===== src/rtl/btn_debounce.sv =====
// Push-button conditioner: two-flop synchroniser, stable-count debounce and a
// press/hold FSM producing registered press, release, short, long and repeat pulses.
module btn_debounce #(
    parameter int unsigned DEBOUNCE_CYCLES = 270000,
    parameter int unsigned LONG_CYCLES     = 27000000,
    parameter int unsigned REPEAT_CYCLES   = 6750000,
    parameter bit          ACTIVE_LOW      = 1'b1
) (
    input  logic clk_in,
    input  logic rst,
    input  logic btn_in,
    output logic btn_state,
    output logic press_pulse,
    output logic release_pulse,
    output logic short_pulse,
    output logic long_pulse,
    output logic repeat_pulse
);

    localparam int unsigned DBC_W   = $clog2(DEBOUNCE_CYCLES + 1);
    localparam int unsigned HC_W    = $clog2(LONG_CYCLES + 1);
    localparam int unsigned RC_W    = (REPEAT_CYCLES < 1) ? 1 : $clog2(REPEAT_CYCLES + 1);
    localparam int unsigned RC_LAST = (REPEAT_CYCLES == 0) ? 0 : REPEAT_CYCLES - 1;

    localparam logic [DBC_W-1:0] DBC_END = DBC_W'(DEBOUNCE_CYCLES - 1);
    localparam logic [HC_W-1:0]  HC_END  = HC_W'(LONG_CYCLES - 1);
    localparam logic [RC_W-1:0]  RC_END  = RC_W'(RC_LAST);

    typedef enum logic [1:0] {
        ST_IDLE = 2'd0,
        ST_HELD = 2'd1,
        ST_LONG = 2'd2
    } state_t;

    state_t           state_q, state_d;
    logic             sync1_q, sync1_d;
    logic             sync2_q, sync2_d;
    logic [DBC_W-1:0] dbc_q, dbc_d;
    logic [HC_W-1:0]  hc_q, hc_d;
    logic [RC_W-1:0]  rc_q, rc_d;
    logic             btn_state_q, btn_state_d;
    logic             press_q, press_d;
    logic             release_q, release_d;
    logic             short_q, short_d;
    logic             long_q, long_d;
    logic             repeat_q, repeat_d;
    logic             pin_c;
    logic             accept_c;

    // Synchroniser and debounce: a level change needs DEBOUNCE_CYCLES consecutive differing samples.
    always_comb begin
        sync1_d     = btn_in;
        sync2_d     = sync1_q;
        pin_c       = sync2_q ^ ACTIVE_LOW;
        dbc_d       = dbc_q;
        btn_state_d = btn_state_q;
        accept_c    = 1'b0;
        if (pin_c == btn_state_q) begin
            dbc_d = '0;
        end else if (dbc_q == DBC_END) begin
            dbc_d       = '0;
            btn_state_d = ~btn_state_q;
            accept_c    = 1'b1;
        end else begin
            dbc_d = dbc_q + DBC_W'(1);
        end
    end

    // Press/hold FSM; an accepted release always beats a long or repeat threshold.
    always_comb begin
        state_d   = state_q;
        hc_d      = hc_q;
        rc_d      = rc_q;
        press_d   = 1'b0;
        release_d = 1'b0;
        short_d   = 1'b0;
        long_d    = 1'b0;
        repeat_d  = 1'b0;
        case (state_q)
            ST_IDLE: begin
                if (accept_c && !btn_state_q) begin
                    press_d = 1'b1;
                    hc_d    = '0;
                    state_d = ST_HELD;
                end
            end
            ST_HELD: begin
                if (accept_c) begin
                    release_d = 1'b1;
                    short_d   = 1'b1;
                    state_d   = ST_IDLE;
                end else if (hc_q == HC_END) begin
                    long_d  = 1'b1;
                    rc_d    = '0;
                    state_d = ST_LONG;
                end else begin
                    hc_d = hc_q + HC_W'(1);
                end
            end
            ST_LONG: begin
                if (accept_c) begin
                    release_d = 1'b1;
                    state_d   = ST_IDLE;
                end else if (REPEAT_CYCLES != 0) begin
                    if (rc_q == RC_END) begin
                        repeat_d = 1'b1;
                        rc_d     = '0;
                    end else begin
                        rc_d = rc_q + RC_W'(1);
                    end
                end
            end
            default: begin
                state_d = ST_IDLE;
            end
        endcase
    end

    always_ff @(posedge clk_in) begin
        if (rst) begin
            state_q     <= ST_IDLE;
            sync1_q     <= ACTIVE_LOW;
            sync2_q     <= ACTIVE_LOW;
            dbc_q       <= '0;
            hc_q        <= '0;
            rc_q        <= '0;
            btn_state_q <= 1'b0;
            press_q     <= 1'b0;
            release_q   <= 1'b0;
            short_q     <= 1'b0;
            long_q      <= 1'b0;
            repeat_q    <= 1'b0;
        end else begin
            state_q     <= state_d;
            sync1_q     <= sync1_d;
            sync2_q     <= sync2_d;
            dbc_q       <= dbc_d;
            hc_q        <= hc_d;
            rc_q        <= rc_d;
            btn_state_q <= btn_state_d;
            press_q     <= press_d;
            release_q   <= release_d;
            short_q     <= short_d;
            long_q      <= long_d;
            repeat_q    <= repeat_d;
        end
    end

    assign btn_state     = btn_state_q;
    assign press_pulse   = press_q;
    assign release_pulse = release_q;
    assign short_pulse   = short_q;
    assign long_pulse    = long_q;
    assign repeat_pulse  = repeat_q;

endmodule


===== config.mk =====
export PLATFORM = sky130hd
export DESIGN_NAME = btn_debounce
export DESIGN_NICKNAME = d
export VERILOG_FILES = /design/src/rtl/btn_debounce.sv
export SDC_FILE = /design/constraint.sdc
export NUM_CORES = 1
export LEC_CHECK = 0
export ABC_CLOCK_PERIOD_IN_PS = 2800
export BUFFER_PORTS_ARGS = -buffer_cell sky130_fd_sc_hd__clkbuf_2
export CAP_MARGIN = 10
export CORE_UTILIZATION = 65
export CTS_BUF_LIST = sky130_fd_sc_hd__clkbuf_8
export DETAILED_ROUTE_END_ITERATION = 10
export GPL_TIMING_DRIVEN = 0
export PLACE_DENSITY_LB_ADDON = 0.05
export REMOVE_ABC_BUFFERS = 1
export SYNTH_ARGS = -nofsm -noshare
export SYNTH_HDL_FRONTEND = slang
export SYNTH_SLANG_ARGS = --single-unit

===== constraint.sdc =====
create_clock -name clk_in -period 2.8 [get_ports clk_in]
set_input_delay 0.42 -clock clk_in [delete_from_list [all_inputs] [get_ports clk_in]]
set_output_delay 0.42 -clock clk_in [all_outputs]
set_load 0.005 [all_outputs]

==> qor.yml <==
fin_crit_ns: 2.59
track_usage: 0.303
firstDrtPassIters: 5
syn_inst: 505
place_area_mm2: 0.00412
hold_buffers: 0
final_max_slew_viol_count: 0
fin_util: 0.727
status: "finished clean"
place_congestion: 0.880
grt_max_degree: 54
crit_path_end_kind: "flip-flop"
switching_power_mw: 0.420
yosys-top-cells-area: "dfxtp_1, nor2_1, a21oi_1, nand3_1, o21ai_0"
antenna_left: 0
core-area_mm2: 0.00599
yosysSeqAreaShare: 0.376
drive_above_1_share: 0.103
synth_common_cells: "dfxtp_1, nor2_1, nand2_1"
post-route-period-util: 0.924
yosysTopAreaCellShare: 0.376
worstPathRequired_ns: 3.07
synthesis.area_mm2: 0.00410
placementRows: 28
syn2layout_area_growth_pct: 6.29
share_comb_of_total_power: 0.013
grt_pass1_vias: 3337
powerDensity_mw_per_mm2: 447
seq_area_mm2: 0.00154
yosys_warnings: 0
synth_cell_type_count: 65
cts_buffer_depth: 2
drt-total-wl_um: 9370
swShare: 0.216
io_buffers: 8
synthArstFlopShare: 0
drc: 0
yosys.area.top_type: "dfxtp_1"
hpwl_um: 6340
worstHoldPathType: "in -> reg"
diodes: 0
max_freq_mhz: 387
clk_pin_slew_ns: 0.08
viasPerCell: 6.43
cts_buffers: 9
antenna_found_initial: 0
setup_viol: 0
initial_core_util: 0.684
power_mw: 1.95
slew_headroom: 0.249
fin_skew_ns: 0.00948
synth-edff-count: 0
clk_latency_ns: 0.35
avgSynthCellArea_um2: 8.11
cts_tree: "done"
cts_max_level: 3
rsz0062_at_grt: "no"
clockPowerShare: 0.423
drv_cap: 0
cp-start-kind: "flip-flop"
io_pins: 9
p_int_mw: 1.53
synth_most_common_cell: "dfxtp_1"
ys_seq_elements: 77
grt_first_pass_wirelength_um: 15600
multi_input_area_mm2: 0.00242
clock-root-buffer: "clkbuf_8"
vias: 3783
final_cell_area_mm2: 0.00435
drt_iter0_drc: 407
cp_data_arrival_time_ns: 2.85
nNetsFinal: 517
wl_per_cell_um: 15.9
nFillCells: 458
die_h_um: 81.4
p_leak_nw: 1.35
ys.flop_type: "dfxtp_1"
worst_slew_pin_slew_ns: 1.13
max-vdd-ir-drop_v: 0.000430
pwr-share-seq: 0.563
dieArea_mm2: 0.00662
clock-sinks: 77
hold_viol: 0
overflow: 0
crit_type: "reg -> reg"
crit_fanout: 14
die_width_um: 81.4
==> area by class of cell <==
class,count,area share
Multi-Input combinational cell,397,0.556
Sequential cell,77,0.354
Clock buffer,10,0.0316
Tap cell,75,0.0216
Timing Repair Buffer,11,0.0144
Clock inverter,6,0.0124
Inverter,12,0.0103
==> metal layers <==
layer / share of wire / wire, µm / track usage / vias up
met1: 0.49 / 4590 / 0.434 / 1784
met3: 0.054 / 507 / 0.0438 / 20
met4: 0.022 / 205 / 0.129 / 0
li1: - / - / - / 1856
met5: 0 / 0 / 0 / -
met2: 0.43 / 4070 / 0.447 / 123
==> what timing repair did <==
action / 4_1_cts / 5_1_grt
pin swaps: 0 / 1
resized for setup: 2 / 2
setup buffers: 0 / 3
endpoints found under the setup margin: 10 / 10
hold endpoints to repair: 0 / 0
==> cells by family (layout without fill, tap and decap cells) <==
kind of cell	count (synthesis)	after routing	share of synthesized area
AO/OA/AOI/OAI	104	104	0.152
XOR/XNOR	19	19	0.0406
adder cells (fa/ha/maj)	6	6	0.0183
buffers and inverters	31	39	0.0379
flip-flops	77	77	0.376
multiplexers	5	5	0.0137
AND/OR/NAND/NOR	263	263	0.361
==> flip-flops by register name, indices dropped and copies added, names as in the netlist, 2 cells and up <==
register  cells
state_q       2
hc_q         25
rc_q         23
dbc_q        19
==> power groups by stage <==
stage	logic, mW	clock network [mW]	registers (mW)
2_1_floorplan	0.00886	0	1.12
3_3_place_gp	0.0244	0	1.12
3_5_place_dp	0.0248	0	1.12
4_1_cts	0.0248	0.830	1.10
5_1_grt	0.0274	0.873	1.10
6_report	0.0254	0.825	1.10
==> path summary, 6_finish.rpt <==
kind | from | slack [ns] | to | depth (start not counted)
setup / recovery | state_q[1] | 0.21 | hc_q[18] | 7
hold / removal | btn_in | 0.26 | sync1_q | 2
setup reg to reg | state_q[1] | 0.21 | hc_q[18] | 7
hold reg to reg | sync1_q | 0.41 | sync2_q | 1
==> layout by cell type, fill, tap and decap left out, types with 3 or more instances in the layout <==
cell type | Yosys | routed
clkinv_2 | 0 | 4
or3_1 | 16 | 16
nor2_1 | 59 | 58
clkbuf_8 | 0 | 10
nor3b_1 | 7 | 7
nand4_1 | 18 | 18
nor4b_1 | 4 | 4
xnor2_1 | 8 | 8
nand3_1 | 33 | 33
or2_2 | 8 | 8
mux2i_1 | 3 | 3
a21oi_1 | 39 | 39
nor3_1 | 6 | 6
inv_1 | 12 | 13
nand2b_1 | 3 | 3
a31oi_1 | 10 | 10
nand2_1 | 42 | 42
o21ai_0 | 32 | 32
clkbuf_2 | 1 | 8
dfxtp_1 | 77 | 77
or4_1 | 4 | 4
ha_1 | 6 | 5
buf_4 | 1 | 3
nand4b_1 | 6 | 6
nand3b_1 | 8 | 8
nor4_1 | 10 | 10
and2_1 | 9 | 9
and3_1 | 10 | 10
xor2_1 | 11 | 11
==> critical path, stage by stage, from the launching register on <==
cell	delay, ns
dfxtp_1	0.33
inv_1	0.10
ha_2	0.38
inv_1	0.24
nor2_2	0.37
nand2_1	0.38
or4_1	0.56
a21oi_1	0.14
==> metrics by stage <==
| step | TNS (ns) | hold WS (ns) | setup slack (ns) | std cells |
|---|---|---|---|---|
| 2_1_floorplan | 0 | 0.389 | 0.266 | 486 |
| 3_3_place_gp | -2.17 | 0.393 | -0.340 | 569 |
| 3_5_place_dp | -2.27 | 0.392 | -0.355 | 569 |
| 4_1_cts | 0 | 0.253 | 0.0274 | 585 |
| 5_1_grt | 0 | 0.261 | 0.0849 | 588 |
| 6_report | 0 | 0.258 | 0.213 | 588 |
No activity file was read; power rests on OpenSTA's default activity.
